<file path="config.mk">
export PLATFORM = sky130hd
export DESIGN_NAME = sgmii_link_sequencer
export DESIGN_NICKNAME = d
export VERILOG_FILES = /design/src/rtl/sgmii_link_sequencer.sv
export SDC_FILE = /design/constraint.sdc
export NUM_CORES = 1
export LEC_CHECK = 0
export BUFFER_PORTS_ARGS = -buffer_cell sky130_fd_sc_hd__buf_2
export CORE_MARGIN = 4
export CORE_UTILIZATION = 35
export DETAILED_ROUTE_END_ITERATION = 10
export SLEW_MARGIN = 5
export SYNTH_ARGS = -nofsm -noshare
export SYNTH_HDL_FRONTEND = slang
export SYNTH_SLANG_ARGS = --single-unit
</file>
<file path="constraint.sdc">
create_clock -name independent_clock_bufg -period 3.1 [get_ports independent_clock_bufg]
set_input_delay 0.465 -clock independent_clock_bufg [delete_from_list [all_inputs] [get_ports independent_clock_bufg]]
set_output_delay 0.465 -clock independent_clock_bufg [all_outputs]
set_load 0.005 [all_outputs]
</file>
<file path="src/rtl/sgmii_link_sequencer.sv">
// Bring-up and recovery sequencer for the SGMII PCS/PMA core: pulses the core reset,
// waits for reset-done and MMCM lock, qualifies link status and retries with bounded timeouts.
module sgmii_link_sequencer #(
  parameter int RST_CYCLES   = 16,
  parameter int DONE_TIMEOUT = 1048576,
  parameter int LINK_TIMEOUT = 4194304,
  parameter int LINK_STABLE  = 1024,
  parameter int MAX_RETRY    = 7,
  parameter int CNT_W        = 24
) (
  input  logic        independent_clock_bufg,
  input  logic        reset_n,
  input  logic        enable,
  input  logic        readyforreset,
  input  logic        resetdone,
  input  logic        mmcm_locked,
  input  logic [15:0] status_vector,
  output logic        pcs_reset,
  output logic        link_up,
  output logic        fail,
  output logic [3:0]  retry_count,
  output logic [2:0]  state
);

  localparam logic [2:0] S_IDLE       = 3'd0;
  localparam logic [2:0] S_ASSERT_RST = 3'd1;
  localparam logic [2:0] S_WAIT_DONE  = 3'd2;
  localparam logic [2:0] S_WAIT_LINK  = 3'd3;
  localparam logic [2:0] S_UP         = 3'd4;
  localparam logic [2:0] S_BACKOFF    = 3'd5;
  localparam logic [2:0] S_FAIL       = 3'd6;

  localparam logic [CNT_W-1:0] CNT_ONE     = CNT_W'(1);
  localparam logic [CNT_W-1:0] CNT_MAX     = {CNT_W{1'b1}};
  localparam logic [CNT_W-1:0] RST_LAST    = CNT_W'(RST_CYCLES - 1);
  localparam logic [CNT_W-1:0] DONE_LAST   = CNT_W'(DONE_TIMEOUT - 1);
  localparam logic [CNT_W-1:0] LINK_LAST   = CNT_W'(LINK_TIMEOUT - 1);
  localparam logic [CNT_W-1:0] STABLE_LAST = CNT_W'(LINK_STABLE - 1);
  localparam logic [3:0]       RETRY_LIMIT = 4'(MAX_RETRY);

  logic [1:0] done_sync;
  logic [1:0] lock_sync;
  logic [1:0] lstat_sync;
  logic [1:0] lsync_sync;
  logic       done_q;
  logic       lock_q;
  logic       link_q;
  logic       unused_status;

  logic [2:0]       state_nx;
  logic [CNT_W-1:0] timer;
  logic [CNT_W-1:0] timer_nx;
  logic [CNT_W-1:0] timer_sat;
  logic [CNT_W-1:0] stab;
  logic [CNT_W-1:0] stab_nx;
  logic [CNT_W-1:0] stab_sat;
  logic [3:0]       retry_nx;
  logic [3:0]       retry_sat;
  logic             rst_nx;

  // Only link status and link sync are used from the PCS status word.
  assign unused_status = ^status_vector[15:2];

  always_ff @(posedge independent_clock_bufg or negedge reset_n) begin
    if (!reset_n) begin
      done_sync  <= 2'b00;
      lock_sync  <= 2'b00;
      lstat_sync <= 2'b00;
      lsync_sync <= 2'b00;
    end else begin
      done_sync  <= {done_sync[0], resetdone};
      lock_sync  <= {lock_sync[0], mmcm_locked};
      lstat_sync <= {lstat_sync[0], status_vector[0]};
      lsync_sync <= {lsync_sync[0], status_vector[1]};
    end
  end

  assign done_q = done_sync[1];
  assign lock_q = lock_sync[1];
  assign link_q = lstat_sync[1] & lsync_sync[1];

  assign timer_sat = (timer == CNT_MAX) ? timer : timer + CNT_ONE;
  assign stab_sat  = (stab == CNT_MAX) ? stab : stab + CNT_ONE;
  assign retry_sat = (retry_count == 4'hF) ? retry_count : retry_count + 4'd1;

  always_comb begin
    state_nx = state;
    timer_nx = timer_sat;
    stab_nx  = '0;
    retry_nx = retry_count;
    case (state)
      S_IDLE: begin
        timer_nx = '0;
        if (enable && readyforreset) begin
          state_nx = S_ASSERT_RST;
          retry_nx = 4'd0;
        end
      end
      S_ASSERT_RST: begin
        if (timer == RST_LAST) begin
          state_nx = S_WAIT_DONE;
          timer_nx = '0;
        end
      end
      S_WAIT_DONE: begin
        if (done_q && lock_q) begin
          state_nx = S_WAIT_LINK;
          timer_nx = '0;
        end else if (timer == DONE_LAST) begin
          state_nx = S_BACKOFF;
        end
      end
      S_WAIT_LINK: begin
        stab_nx = link_q ? stab_sat : '0;
        // A link that qualifies on the timeout cycle still counts as up.
        if (link_q && (stab == STABLE_LAST)) begin
          state_nx = S_UP;
        end else if (timer == LINK_LAST) begin
          state_nx = S_BACKOFF;
        end
      end
      S_UP: begin
        timer_nx = '0;
        if (!done_q || !lock_q) begin
          state_nx = S_BACKOFF;
        end else if (!link_q) begin
          state_nx = S_WAIT_LINK;
        end
      end
      S_BACKOFF: begin
        timer_nx = '0;
        // The attempt counter advances when the next reset pulse is launched.
        if (retry_count == RETRY_LIMIT) begin
          state_nx = S_FAIL;
        end else if (readyforreset) begin
          state_nx = S_ASSERT_RST;
          retry_nx = retry_sat;
        end
      end
      S_FAIL: begin
        timer_nx = '0;
      end
      default: begin
        state_nx = S_IDLE;
        timer_nx = '0;
      end
    endcase
    if (!enable) begin
      state_nx = S_IDLE;
      timer_nx = '0;
      stab_nx  = '0;
      retry_nx = retry_count;
    end
  end

  // Output flops are loaded from the next state so they change with the state itself.
  assign rst_nx = !((state_nx == S_WAIT_DONE) || (state_nx == S_WAIT_LINK) ||
                    (state_nx == S_UP));

  always_ff @(posedge independent_clock_bufg or negedge reset_n) begin
    if (!reset_n) begin
      state       <= S_IDLE;
      timer       <= '0;
      stab        <= '0;
      retry_count <= 4'd0;
      pcs_reset   <= 1'b1;
      link_up     <= 1'b0;
      fail        <= 1'b0;
    end else begin
      state       <= state_nx;
      timer       <= timer_nx;
      stab        <= stab_nx;
      retry_count <= retry_nx;
      pcs_reset   <= rst_nx;
      link_up     <= (state_nx == S_UP);
      fail        <= (state_nx == S_FAIL);
    end
  end

endmodule

</file>
Word-level counts from Yosys, hierarchy flattened
Index checks and enable logic that the tools add are counted.
Word-level totals
  bits in latches: 0
  memories: 0
  output and inout bits: 10
  bits in writable memories: 0
  input port bits: 22
  bits in read-only memories: 0
  flip-flop bits (word level): 66
Cells by class
  equality and inequality tests: 23
  bitwise gates (word level): 1
  add/subtract/negate cells: 3
  div/mod/pow operators: 0
  reduce and logical (&&, ||, !) cells: 12
  muxes and demuxes: 26
  $lt $le $gt $ge: 0
  shift-type cells: 0
  multipliers: 0
Operator list (number)
  two-way mux 24 bit: 8
  case mux 24 bit (3 select lines): 1
  adder 24 x 1 -> 24 bit, second input constant: 2
  equality test 24 bit, second input constant: 2
  two-way mux 3 bit: 11
  equality test 24 x 10 -> 1 bit, second input constant: 1
  equality test 24 x 20 -> 1 bit, second input constant: 1
  equality test 24 x 22 -> 1 bit, second input constant: 1
  equality test 24 x 4 -> 1 bit, second input constant: 1
  case mux 3 bit (7 select lines): 1
  two-way mux 4 bit: 4
  equality test 3 bit, second input constant: 5
  equality test 3 x 2 -> 1 bit, second input constant: 4
  inequality test 2 bit, second input constant: 4
  case mux 4 bit (2 select lines): 1
  AND reduction 6 bit: 1
  adder 4 x 1 -> 4 bit, second input constant: 1
  equality test 4 x 3 -> 1 bit, second input constant: 1
  equality test 4 bit, second input constant: 1
  inequality test 4 bit, second input constant: 1
  equality test 3 x 1 -> 1 bit, second input constant: 1
  logical AND 1 bit: 3
  logical NOT 1 bit: 3
  logical NOT 3 bit: 1
  other kinds (3): 5

Depth between registers and ports, before layout
  word-level depth: 9
  gate-level depth with buffers: 8
  depth with buffers taken out: 7

Worst setup path before layout
No wires, ideal clock.
  kind: flip-flop to flip-flop
  start: register stab[0]
  end: register stab[12]
  stages on the path, launching flop included: 9
  setup slack: 0.801 ns
  library setup time: 0.132 ns
  required time: 2.968 ns
  period minus slack after synthesis: 2.299 ns
  arrival: 2.167 ns
  cells stage by stage: dfrtp_1 > ha_1 > nand3_2 > or3_1 > or4_4 > buf_6 > nand4_1 > xor2_1 > nor2_1
Between the ends
  cells in the longest elaborated chain, start to end: 5
  elaborated cells on any way between the ends: 7
Ends and longest elaborated chain
  start, declared: line 54  | logic [CNT_W-1:0] stab;
  start signal, assigned: line 172  | stab <= stab_nx;
  adder 24 x 1 -> 24 bit: line 83  | assign stab_sat = (stab == CNT_MAX) ? stab : stab + CNT_ONE;
  two-way mux 24 bit: line 83
  two-way mux 24 bit: line 114  | stab_nx = link_q ? stab_sat : '0;
  two-way mux 24 bit: line 91  | case (state)
  two-way mux 24 bit: line 148  | if (!enable) begin
Parallel ways exist; a longest one is shown, timed or not. The select of a mux whose other input is x is not followed.
A chain may end at the register's enable or synchronous reset.

Worst setup path after layout
  start: register stab[0]
  end: register stab[15]
The elaborated chain is that of the path after synthesis.

==> metrics.txt <==
outcome=completed; count of cells resized by post-cts repair=0; Clock power frac=48.7%; Yosys reg bits=66; most common cell after layout, fill and taps aside=dfrtp_1; Post-route DRC=0; slowest stage delay, CP=680 ps; antenna-violating nets left=0; pre-CTS WS=567.2 ps; Max Clock Freq=0.3893 GHz; ys flop type=dfrtp_1; Worst EP arrival=2800 ps; Int Power=1.418 mW; vias in the first global route=2679; CTS tree=done; async set-reset flop share out of synthesis=100.0%; initial antenna violation count=0; CP endpoint kind=register; CORE AREA=0.009371 mm2; clk sinks=66; Worst setup SP type=register; Final Hold Vio Count=0; slowest CP cell=or4_4; syn avg cell area=9.538 um2; final worst path period share=82.85%; gr ovfl total=0; Seq/Total Area, Yosys=48.41%; largest net degree at the start of global routing=67; post-synthesis cell type count=52; Final Critical Period=2568 ps; Leakage=1.604 nW; Comb power frac=2.7%; IO Pins=32; diode count=0; worst min-delay path startpoint=mmcm_locked; PwrDens=462.8 mW/mm2; TritonCTS buffer count=9; CTS HTree Levels=3; maximum vdd drop=0.0004144 V; WHS Path Cells=1; most frequent cells in the layout=65 x dfrtp_1, 57 x nor2_1, 26 x xor2_1, 25 x nand2_1, 23 x nand4_1; NetSw=0.3826 mW; clock-pin slew on the worst setup and hold paths=80 ps; Worst Clk Skew=10.62 ps; Data required, critical path=3330 ps; Syn Std Cell Area=0.003415 mm2; DRT iter0 DRCs=127; sequential power share=48.5%; hold slack=216.6 ps; EDFF count, synth=0; global-route wire length before repair=12810 um; layout cells sized above 1=11.95%; CTS Buffer Depth=2; worst reg-to-reg path cell count=7; Total GRT Usage=14.00%; Setup Crit Path Kind=register to register; MaxCap Viol Count=0; total wire length=7065 um; reg2reg start=stab[0]; Final Util=41.51%; Levels on crit path=7; Rows=35; port bufs=17; CTS Hold Bufs=0; WL/cell=13.75 um; vias=2707; Least-Margin Pin Slew=818.9 ps; delay-heaviest family, CP=simple AND/OR/NAND/NOR gates; hpwl dp=4717 um; Via-to-Cell Ratio=5.267; Die Y=106.8 um; initial core utilization=36.44%; post-CTS setup buffers=0; Critical path buffers and inverters=0; relative slew slack=45.40%; total negative slack=0 ps; clock latency on the worst-skew pair=350 ps; switching fraction of total power=21.25%; die width=106.8 um; worst setup path startpoint=stab[0]; Root Buffer Master=clkbuf_8; worst hold path type=primary input to register; CP Cell Sequence=ha_1, nand3_2, or3_1, or4_4, and3_1, xnor2_1, nor2_1; GP Congestion=0.7955; nets@finish=405; Syn Inst Count=358; 1st-pass router iterations=4; crit path max fanout=12; die area=0.01140 mm2; Total Power=1.800 mW; YS warnings=0; Setup violations, final=0; Filler Cell Count=938; final worst setup slack=531.5 ps; Area Growth Syn to Fin=13.92%; fin. max-slew vios=0; Post-Syn Nets=383; RSZ-0062 raised after global routing=false
-- worst register-to-register path, cell delays in order (launching register included) --
cell and delay [ps]:
dfrtp_1 450, ha_1 230, nand3_2 140, or3_1 520, or4_4 680, and3_1 240, xnor2_1 140, nor2_1 50
-- cell usage after synthesis, types with 3 or more instances --
cell / count / area, um2
nor4_1: 10 / 62.56
ha_1: 3 / 37.54
clkbuf_1: 6 / 22.52
nor2_1: 57 / 214.0
or3_1: 6 / 37.54
a31oi_1: 3 / 18.77
xor2_1: 26 / 227.7
and3_1: 8 / 50.05
xnor2_1: 13 / 113.9
nand3_1: 15 / 75.07
nor3_1: 14 / 70.07
nor2b_1: 3 / 18.77
o21ai_0: 9 / 45.04
dfrtp_1: 65 / 1627
nand4b_1: 4 / 35.03
inv_1: 8 / 30.03
nand3b_1: 4 / 30.03
a21oi_1: 9 / 45.04
nand2_1: 25 / 93.84
nand4_1: 23 / 143.9
buf_2: 5 / 25.02
and4_1: 8 / 70.07
-- sequential cells by signal, indices dropped and copies added, names as in the netlist --
signal       count
pcs_reset        1
fail             1
timer           24
stab            24
retry_count      4
link_up          1
lstat_sync       2
done_sync        2
lock_sync        2
lsync_sync       2
state            3
-- kinds of logic (layout without fill, tap and decap cells) --
group                    count (synthesis)  count (layout)  synth area share [%]
buffers and inverters                   20              47                 2.602
multiplexers                             1               1                0.2932
XOR/XNOR                                39              39                 10.00
flip-flops                              66              66                 48.41
AND/OR/NAND/NOR                        191             191                 30.45
AO/OA/AOI/OAI                           38              38                 7.146
adder cells (fa/ha/maj)                  3               3                 1.099
-- path summary, 6_finish.rpt --
| kind | slack (ps) | endpoint |
|---|---|---|
| min in group asynchronous | 280 | retry_count[3] |
| hold reg to reg | 350 | lock_sync[1] |
| max in group asynchronous | 2270 | stab[18] |
| setup reg to reg | 530 | stab[15] |
| hold / removal | 220 | lock_sync[0] |
| setup / recovery | 530 | stab[15] |
-- power groups by stage --
stage               Combinational (mW)  Sequential, mW  Clock, mW
CTS                             0.0517           0.874      0.909
finish                          0.0493           0.874      0.877
global route                    0.0586           0.875      0.952
global placement                0.0503           0.890          0
floorplan                       0.0220           0.888          0
detailed placement              0.0514           0.891          0
-- layout make-up --
cell class	instances	area, um2	share of cell area, %
Clock inverter	6	115.1	2.959
Multi-Input combinational cell	272	1673	43.00
Tap cell	129	161.4	4.149
Clock buffer	10	127.6	3.281
Inverter	8	30.03	0.7720
Timing Repair Buffer	23	130.1	3.345
Sequential cell	66	1653	42.49
-- metrics by stage --
stage / instance area [um2] / std cells
after floorplan: 3415 / 358
after global placement: 3647 / 498
after detailed placement: 3647 / 498
after CTS: 3890 / 514
after global routing: 3890 / 514
final: 3890 / 514
-- per-layer routing --
metal | vias up | global-route usage, % | routed length (um)
li1 | 1331 | - | -
met1 | 1317 | 18.46 | 3371
met2 | 48 | 21.90 | 3263
met3 | 11 | 3.974 | 293
met4 | 0 | 5.205 | 136
met5 | - | 0 | 0
No activity file was read; power rests on OpenSTA's default activity.
